[src/rtl/npu_sync_array.sv]
// Receive-side multi-channel synchronizer for NPU control/status lines: metastability
// chain, stability filter, mode-selected event pulse and sticky event/overflow flags.
module npu_sync_array #(
  parameter int unsigned      CH      = 4,
  parameter int unsigned      STAGES  = 2,
  parameter int unsigned      FILT    = 0,
  parameter logic [2*CH-1:0]  MODE    = {CH{2'b00}},
  parameter logic [CH-1:0]    RST_VAL = {CH{1'b0}}
) (
  input  logic          clk_cal,
  input  logic          rst,
  input  logic [CH-1:0] async_in,
  output logic [CH-1:0] sync_level,
  output logic [CH-1:0] sync_pulse,
  output logic [CH-1:0] evt_sticky,
  output logic [CH-1:0] evt_ovf,
  input  logic [CH-1:0] evt_clr
);

  localparam int unsigned   CW       = (FILT == 0) ? 1 : $clog2(FILT + 1);
  localparam logic [CW-1:0] FILT_MAX = CW'(FILT);

  localparam logic [1:0] MODE_RISE  = 2'b00;
  localparam logic [1:0] MODE_FALL  = 2'b01;
  localparam logic [1:0] MODE_BOTH  = 2'b10;
  localparam logic [1:0] MODE_LEVEL = 2'b11;

  genvar gi;
  generate
    for (gi = 0; gi < CH; gi++) begin : g_ch
      localparam logic [1:0] CH_MODE = MODE[2*gi +: 2];

      logic [STAGES-1:0] chain_reg;
      logic              so;
      logic [CW-1:0]     cnt_reg, cnt_next;
      logic              level_reg, level_next;
      logic              pulse_reg, pulse_next;
      logic              sticky_reg, sticky_next;
      logic              ovf_reg, ovf_next;
      logic              update;

      // Only chain_reg[0] may go metastable; nothing but the shift reads the inner stages.
      always_ff @(posedge clk_cal or posedge rst) begin
        if (rst) begin
          chain_reg <= {STAGES{RST_VAL[gi]}};
        end else begin
          chain_reg <= {chain_reg[STAGES-2:0], async_in[gi]};
        end
      end

      assign so = chain_reg[STAGES-1];

      // A new value is accepted only after FILT+1 consecutive cycles of disagreement.
      always_comb begin
        cnt_next   = '0;
        level_next = level_reg;
        update     = 1'b0;
        if (so != level_reg) begin
          if (cnt_reg == FILT_MAX) begin
            update     = 1'b1;
            level_next = so;
          end else begin
            cnt_next = cnt_reg + 1'b1;
          end
        end
      end

      always_comb begin
        case (CH_MODE)
          MODE_RISE:  pulse_next = update & so;
          MODE_FALL:  pulse_next = update & ~so;
          MODE_BOTH:  pulse_next = update;
          MODE_LEVEL: pulse_next = 1'b0;
          default:    pulse_next = 1'b0;
        endcase
      end

      // A pulse always wins over a clear; overflow only sets when nobody is clearing.
      assign sticky_next = pulse_reg | (sticky_reg & ~evt_clr[gi]);
      assign ovf_next    = (pulse_reg & sticky_reg & ~evt_clr[gi]) | (ovf_reg & ~evt_clr[gi]);

      always_ff @(posedge clk_cal or posedge rst) begin
        if (rst) begin
          cnt_reg    <= '0;
          level_reg  <= RST_VAL[gi];
          pulse_reg  <= 1'b0;
          sticky_reg <= 1'b0;
          ovf_reg    <= 1'b0;
        end else begin
          cnt_reg    <= cnt_next;
          level_reg  <= level_next;
          pulse_reg  <= pulse_next;
          sticky_reg <= sticky_next;
          ovf_reg    <= ovf_next;
        end
      end

      assign sync_level[gi] = level_reg;
      assign sync_pulse[gi] = pulse_reg;
      assign evt_sticky[gi] = sticky_reg;
      assign evt_ovf[gi]    = ovf_reg;
    end
  endgenerate

endmodule

[config.mk]
export PLATFORM = sky130hd
export DESIGN_NAME = npu_sync_array
export DESIGN_NICKNAME = d
export VERILOG_FILES = /design/src/rtl/npu_sync_array.sv
export SDC_FILE = /design/constraint.sdc
export NUM_CORES = 1
export LEC_CHECK = 0
export CAP_MARGIN = 20
export CORE_UTILIZATION = 45
export DETAILED_ROUTE_END_ITERATION = 12
export PLACE_DENSITY = 0.87
export SYNTH_ARGS = -nofsm -noshare
export SYNTH_HDL_FRONTEND = slang
export SYNTH_SLANG_ARGS = --single-unit
[constraint.sdc]
create_clock -name clk_cal -period 2.8 [get_ports clk_cal]
set_input_delay 0.84 -clock clk_cal [delete_from_list [all_inputs] [get_ports clk_cal]]
set_output_delay 0.84 -clock clk_cal [all_outputs]
set_load 0.02 [all_outputs]
==> impl_metrics.json, run 1 <==
{
  "rrSetupSlack_ns": 1.65,
  "synth_top_area_share": 0.646,
  "worst_pin_slew_ns": 0.286,
  "drtIter0Drc": 4,
  "cts_made_buffers": 3,
  "clkTransAtPathRegs_ns": 0.12,
  "synth_fp_nets": 83,
  "drive_above_1_share": 0.108,
  "drv_slew": 0,
  "power_mw": 1.10,
  "antenna_found_initial": 0,
  "cp_max_fo": 3,
  "place_area_mm2": 0.00110,
  "drc": 0,
  "largest_register_ffs": 8,
  "slowest_delay_ns": 0.62,
  "wl_mm": 1.28,
  "whs_ns": 0.363,
  "tns_ns": 0,
  "final_util": 0.586,
  "gp_congestion": 0.556,
  "slowest_stage": "clkdlybuf4s50_1",
  "p_leak_nw": 0.571,
  "grt_pass1_vias": 477,
  "setup_viol": 0,
  "p_int_uw": 747,
  "grtUsageMet3": 0.0226,
  "ys_types": 8,
  "htree_levels": 1,
  "area_delta_synth_final_pct": 22.3,
  "start_util": 0.479,
  "drt_pre_antenna_iters": 4,
  "hpwlAfterDp_um": 959,
  "final_common_cell": "clkdlybuf4s50_1",
  "cap_violations": 0,
  "cts.hold.buffers_added": 0,
  "drtAntennaViolNets": 0,
  "rsz0062_at_grt": "no",
  "crit_chain": "clkdlybuf4s50_1",
  "cts-root-buf": "clkbuf_4",
  "r2r-end": "g_ch[3].level_reg",
  "cts_buffer_depth": 2,
  "r2r-start": "g_ch[3].level_reg",
  "peakVddDrop_mv": 0.512,
  "cpLargestDelayFamily": "buffers and inverters",
  "syn_inst": 69,
  "grtUsageMet1": 0.160,
  "netlist_area_um2": 930,
  "num_vias": 479,
  "yosysTopAreaCell": "dfrtp_1",
  "std_cell_rows": 16,
  "clkSinkCount": 24,
  "grt_overflow": 0,
  "postCtsSetupBuffers": 0,
  "path_depth": 1,
  "cts_tree": "built",
  "grtUsageTotal": 0.127,
  "fin_skew_ns": 0.00106,
  "yosysSeqAreaShare": 0.646,
  "crit_path_end_kind": "output port",
  "seq_power_share": 0.450,
  "timing.final.hold_violations": 0,
  "nets": 98,
  "yosysWarnings": 0,
  "core_mm2": 0.00194,
  "antennaDiodeCount": 0,
  "yosys-top-cells-area": "dfrtp_1 (65%), buf_4 (13%), mux2_4 (6.5%), ha_1 (5.4%), inv_1 (3.6%)",
  "grt_pass1_wl_mm": 1.93,
  "grt_max_degree": 25,
  "crit_type": "reg2out",
  "vias_per_cell": 4.35,
  "ios": 26,
  "io_buffers": 25,
  "post_drt_wl_per_cell_um": 11.6,
  "die-width_um": 47.5,
  "ys_ff_latch": 24,
  "top_usage_layer": "met2",
  "start_kind": "register",
  "cp.required_ns": 1.96,
  "p_switching_uw": 348,
  "maxSlewHeadroom": 0.809,
  "die_h_um": 47.5,
  "min_period_ns": 2.17,
  "min_to": "g_ch[3].chain_reg[1]",
  "mostFrequentLayoutCells": "clkdlybuf4s50_1 (25), dfrtp_1 (24), inv_1 (9)",
  "fin_area_mm2": 0.00114,
  "syn_avg_cell_area_um2": 13.5,
  "insertion_delay_ns": 0.30,
  "swShare": 0.318,
  "die_area_mm2": 0.00225,
  "min_path_cells": 0,
  "power_density_mw_per_mm2": 963,
  "p_clk_frac": 0.156,
  "pwr-share-comb": 0.394,
  "hp-start": "g_ch[3].chain_reg[0]",
  "grt_use_met2": 0.208,
  "cp.arrival_ns": 1.33,
  "reg2reg_depth": 3,
  "worstHoldPathType": "reg2reg",
  "outcome": "finished, final reports clean",
  "period_share": 0.775,
  "fmaxAchievable_mhz": 461,
  "crit_buf_inv": 1,
  "post_cts_resized": 0
}
[kinds of logic (layout without fill, tap and decap cells)]
| family | after synthesis | in the layout | synth area share |
|---|---|---|---|
| buffers and inverters | 25 | 39 | 0.166 |
| DFF | 24 | 24 | 0.646 |
| AOI/OAI and AO/OA | 8 | 8 | 0.0538 |
| adders and majority gates | 4 | 4 | 0.0538 |
| muxes | 4 | 4 | 0.0646 |
| and+or+nand+nor | 4 | 4 | 0.0161 |
[worst max path at each step]
stage / start / to / slack, ns
floorplan: g_ch[0].sticky_reg / evt_sticky[0] / 1.44
global placement: g_ch[3].level_reg / sync_level[3] / 0.99
detailed placement: g_ch[0].sticky_reg / evt_sticky[0] / 0.97
CTS: g_ch[0].sticky_reg / evt_sticky[0] / 0.60
global route: g_ch[1].pulse_reg / sync_pulse[1] / 0.57
finish: g_ch[3].level_reg / sync_level[3] / 0.63
[through the flow]
step	setup slack, ns	instances
floorplan	1.44	69
global placement	0.993	106
detailed placement	0.966	106
CTS	0.599	110
global route	0.569	110
finish	0.630	110
[power by group through the flow]
stage,logic [mW],registers (mW),clock network (mW)
5_1_grt,0.462,0.504,0.200
4_1_cts,0.437,0.494,0.184
2_1_floorplan,0.354,0.484,0
3_5_place_dp,0.434,0.501,0
6_report,0.431,0.493,0.171
3_3_place_gp,0.417,0.493,0
[metal layers]
layer,vias up,share of wire
li1,227,-
met1,241,0.41
met2,11,0.56
met3,0,0.026
met4,0,0
met5,-,0
[Yosys cell counts]
cell type	n
ha_1	4
dfrtp_1	24
a21oi_1	4
nor2_1	4
inv_1	9
buf_4	16
a21o_1	4
mux2_4	4
[layout make-up]
cell class | count | area, um^2
fillers | 158 | 805
flip-flops and latches | 24 | 601
repair buffers | 26 | 258
multi-input cells | 20 | 175
clock buffers | 4 | 36.3
inverters | 9 | 33.8
well taps | 27 | 33.8
Note: power is estimated with default switching activity, not from simulation.
==> run 2, diff against run 1 <==
- clock period: 2.8 -> 2.1 ns (I/O delays scaled with it)
==> impl_metrics.json, run 2 (synthesized netlist as in run 1, its figures left out) <==
{
  "outcome": "finished, final reports clean",
  "drive_above_1_share": 0.108,
  "grt_pass1_vias": 495,
  "crit_path_end_kind": "output port",
  "period_share": 0.935,
  "gp_congestion": 0.556,
  "cp.required_ns": 1.47,
  "die_h_um": 47.5,
  "vias_per_cell": 4.38,
  "crit_chain": "clkdlybuf4s50_1",
  "std_cell_rows": 16,
  "die_area_mm2": 0.00225,
  "wl_met2_um": 734,
  "antennaDiodeCount": 0,
  "cts_tree": "built",
  "io_buffers": 25,
  "cts_buffer_depth": 2,
  "post_drt_wl_per_cell_um": 11.8,
  "place_area_mm2": 0.00110,
  "worstHoldPathType": "reg2reg",
  "tns_ns": 0,
  "cap_violations": 0,
  "crit_buf_inv": 1,
  "drt_pre_antenna_iters": 4,
  "final_common_cell": "clkdlybuf4s50_1",
  "fin_area_mm2": 0.00114,
  "ios": 26,
  "insertion_delay_ns": 0.30,
  "cts.hold.buffers_added": 0,
  "start_util": 0.479,
  "power_density_mw_per_mm2": 1290,
  "grtUsageTotal": 0.131,
  "slowest_stage": "clkdlybuf4s50_1",
  "met3WireLength_um": 33,
  "met1_length_um": 513,
  "core_mm2": 0.00194,
  "postCtsSetupBuffers": 0,
  "cpLargestDelayFamily": "buffers and inverters",
  "cp_max_fo": 3,
  "area_delta_synth_final_pct": 22.3,
  "post_cts_resized": 0,
  "peakVddDrop_mv": 0.690,
  "setup_viol": 0,
  "top_layer": "met4",
  "grt_overflow": 0,
  "largest_register_ffs": 8,
  "fin_skew_ns": 0.00497,
  "rsz0062_at_grt": "no",
  "drtAntennaViolNets": 0,
  "num_vias": 482,
  "pre_cts_ws_ns": 0.485,
  "htree_levels": 1,
  "hpwlAfterDp_um": 982,
  "drtIter0Drc": 6,
  "p_leak_nw": 0.571,
  "nets": 98,
  "slowest_delay_ns": 0.62,
  "clkSinkCount": 24,
  "die-width_um": 47.5,
  "fmaxAchievable_mhz": 509,
  "mostFrequentLayoutCells": "clkdlybuf4s50_1 (25), dfrtp_1 (24), inv_1 (9)",
  "cp.arrival_ns": 1.33,
  "min_period_ns": 1.96,
  "drv_slew": 0,
  "cts_made_buffers": 3,
  "drc": 0,
  "grt_max_degree": 25,
  "grt_pass1_wl_mm": 1.95,
  "worst_pin_slew_ns": 0.284,
  "start_kind": "register",
  "clkTransAtPathRegs_ns": 0.12,
  "maxSlewHeadroom": 0.810,
  "wl_mm": 1.30,
  "worst_slack_ns": 0.137,
  "timing.final.hold_violations": 0,
  "crit_type": "reg2out",
  "antenna_found_initial": 0,
  "cts-root-buf": "clkbuf_4",
  "power_mw": 1.47
}
==> run 2: cell counts in the layout (fill, tap and decap cells not counted) <==
Identical to the previous run, type by type.
==> run 2: final cells by class <==
class / instances / area (um^2)
flip-flops and latches: 24 / 601
multi-input cells: 20 / 175
well taps: 27 / 33.8
inverters: 9 / 33.8
repair buffers: 26 / 258
fillers: 158 / 805
clock buffers: 4 / 36.3
==> run 2: through the flow <==
stage	cells	util	hold WS (ns)
final	110	0.586	0.364
after global placement	106	0.567	0.334
after detailed placement	106	0.567	0.338
after floorplan	69	-	0.331
after global routing	110	0.586	0.376
after CTS	110	0.586	0.367
==> run 2: report_power, final <==
group / leakage (nW) / total, mW / internal (mW) / switching [mW]
clock: 0.0210 / 0.232 / 0.106 / 0.126
combinational: 0.255 / 0.577 / 0.316 / 0.262
sequential: 0.294 / 0.657 / 0.575 / 0.0829
==> run 2: layer usage <==
metal | vias up | global-route usage
li1 | 230 | -
met1 | 239 | 0.155
met2 | 11 | 0.214
met3 | 2 | 0.0226
met4 | 0 | 0.0971
met5 | - | 0
==> run 2: path summary, 6_finish.rpt <==
path / startpoint / end / slack [ns] / depth (start not counted)
min in group asynchronous: rst / g_ch[0].chain_reg[0] / 0.64 / 3
max in group asynchronous: rst / g_ch[2].level_reg / 1.23 / 3
setup reg to reg: g_ch[3].level_reg / g_ch[3].level_reg / 0.94 / 3
setup / recovery: g_ch[3].level_reg / sync_level[3] / 0.14 / 1
hold reg to reg: g_ch[3].chain_reg[0] / g_ch[3].chain_reg[1] / 0.36 / 0
hold / removal: g_ch[3].chain_reg[0] / g_ch[3].chain_reg[1] / 0.36 / 0
==> run 3, diff against run 2 <==
- ABC_AREA: unset -> 1
- PLACE_DENSITY: 0.87 -> 0.86
==> impl_metrics.json, run 3 <==
{
  "die-width_um": 48.4,
  "cp_max_fo": 3,
  "swShare": 0.343,
  "min_period_ns": 1.97,
  "outcome": "finished, final reports clean",
  "core_mm2": 0.00200,
  "slowest_stage": "clkdlybuf4s50_1",
  "grt_max_degree": 25,
  "hpwlAfterDp_um": 979,
  "worstHoldPathType": "reg2reg",
  "cts_buffer_depth": 2,
  "synth-edff-count": 0,
  "antenna_found_initial": 0,
  "clkSinkCount": 24,
  "synthTopCellsByCount": "dfrtp_1 (24), nand2_1 (20), buf_4 (16)",
  "die_h_um": 48.4,
  "synth.most_common_cell": "dfrtp_1",
  "final_common_cell": "clkdlybuf4s50_1",
  "post_cts_resized": 0,
  "start_util": 0.484,
  "p_clk_frac": 0.135,
  "area_delta_synth_final_pct": 20.0,
  "crit_buf_inv": 1,
  "crit_chain": "clkdlybuf4s50_1",
  "whs_ns": 0.362,
  "syn_inst": 89,
  "start_kind": "register",
  "drv_slew": 0,
  "synth_top_family_by_area": "buffers and inverters",
  "synth_adder_area_share": 0.0516,
  "drtIter0Drc": 3,
  "period_share": 0.937,
  "synth_simple_gate_area_frac": 0.119,
  "slowest_delay_ns": 0.64,
  "yosysTopAreaCell": "dfrtp_1",
  "synth_fp_nets": 103,
  "final_util": 0.581,
  "yosysWarnings": 0,
  "synth_compound_area_frac": 0.0206,
  "mostFrequentLayoutCells": "clkdlybuf4s50_1 (25), dfrtp_1 (24), nand2_1 (20)",
  "cp.required_ns": 1.47,
  "cpLargestDelayFamily": "buffers and inverters",
  "cts-root-buf": "clkbuf_4",
  "ys_types": 8,
  "io_buffers": 25,
  "ys_ff_latch": 24,
  "cts_made_buffers": 3,
  "maxSlewHeadroom": 0.811,
  "timing.final.hold_violations": 0,
  "postSynth.asyncResetShare": 1.00,
  "cts_tree": "built",
  "tns_ns": 0,
  "cp.arrival_ns": 1.34,
  "htree_levels": 1,
  "rsz0062_at_grt": "no",
  "grt_overflow": 0,
  "grtUsageTotal": 0.125,
  "pwr-share-comb": 0.384,
  "syn_avg_cell_area_um2": 10.9,
  "seq_power_share": 0.481,
  "muxShareOfSynthArea": 0,
  "drive_above_1_share": 0.118,
  "p_switching_uw": 468,
  "power_density_mw_per_mm2": 1170,
  "crit_path_end_kind": "output port",
  "ios": 26,
  "grt_pass1_vias": 573,
  "yosysSeqAreaShare": 0.619,
  "cts.hold.buffers_added": 0,
  "cap_violations": 0,
  "fin_skew_ns": 0.00154,
  "synthFlopType": "dfrtp_1",
  "gp_congestion": 0.689,
  "yosys-top-cells-area": "dfrtp_1 (62%), buf_4 (12%), nand2_1 (7.7%), ha_1 (5.2%), inv_1 (5.0%)",
  "fmaxAchievable_mhz": 508,
  "netlist_area_um2": 970,
  "worst_pin_slew_ns": 0.283,
  "drt_pre_antenna_iters": 4,
  "clkTransAtPathRegs_ns": 0.11,
  "postCtsSetupBuffers": 0,
  "grt_pass1_wl_mm": 2.20,
  "post_drt_wl_per_cell_um": 9.71,
  "std_cell_rows": 16,
  "p_int_uw": 896,
  "synth_top_area_share": 0.619,
  "largest_register_ffs": 8,
  "num_vias": 561,
  "antennaDiodeCount": 0,
  "vias_per_cell": 4.35,
  "die_area_mm2": 0.00234,
  "nFillCells": 175,
  "crit_type": "reg2out",
  "wl_mm": 1.25,
  "p_leak_nw": 0.585,
  "drtAntennaViolNets": 0,
  "synthXorXnorAreaFrac": 0,
  "nets": 118,
  "insertion_delay_ns": 0.29,
  "setup_viol": 0,
  "drc": 0,
  "peakVddDrop_mv": 0.659
}
## run 3: worst paths after layout
| kind | from | slack (ns) | endpoint | depth (start not counted) |
|---|---|---|---|---|
| worst max register to register | g_ch[2].level_reg | 1.12 | g_ch[2].level_reg | 4 |
| worst min-delay path | g_ch[0].chain_reg[0] | 0.36 | g_ch[0].chain_reg[1] | 0 |
| worst min register to register | g_ch[0].chain_reg[0] | 0.36 | g_ch[0].chain_reg[1] | 0 |
| worst max-delay path | g_ch[3].sticky_reg | 0.13 | evt_sticky[3] | 1 |
| max in group asynchronous | rst | 1.23 | g_ch[3].pulse_reg | 3 |
| min in group asynchronous | rst | 0.66 | g_ch[1].chain_reg[0] | 3 |
## run 3: kinds of logic after synthesis
kind of cell / count (synthesis)
buffers and inverters: 33
and+or+nand+nor: 24
DFF: 24
AOI/OAI and AO/OA: 4
adders and majority gates: 4
## run 3: area by class of cell
type | count | area, um^2 | area share
Clock buffer | 3 | 22.5 | 0.0194
Inverter | 17 | 63.8 | 0.0548
Multi-Input combinational cell | 32 | 185 | 0.159
Tap cell | 27 | 33.8 | 0.0290
Sequential cell | 24 | 601 | 0.516
Timing Repair Buffer | 26 | 258 | 0.222
## run 3: power groups by stage
stage	Combinational, mW	Sequential (mW)	Clock, mW
3_5_place_dp	0.527	0.669	0
2_1_floorplan	0.422	0.650	0
6_report	0.524	0.657	0.184
5_1_grt	0.565	0.674	0.213
3_3_place_gp	0.505	0.658	0
4_1_cts	0.534	0.659	0.191
## run 3: through the flow
stage               cell area, um^2  worst slack [ns]  std cells  total power, mW
finish                         1160             0.132        129             1.36
global route                   1160            0.0833        129             1.45
CTS                            1160             0.115        129             1.38
detailed placement             1140             0.462        126             1.20
global placement               1140             0.506        126             1.16
floorplan                       970             0.937         89             1.07
## run 3: layer usage
metal | up-vias | part of all wire | track usage
met2 | 22 | 0.56 | 0.223
met4 | 0 | 0.026 | 0.0686
met1 | 259 | 0.36 | 0.131
met5 | - | 0 | 0
met3 | 4 | 0.050 | 0.0377
li1 | 276 | - | -
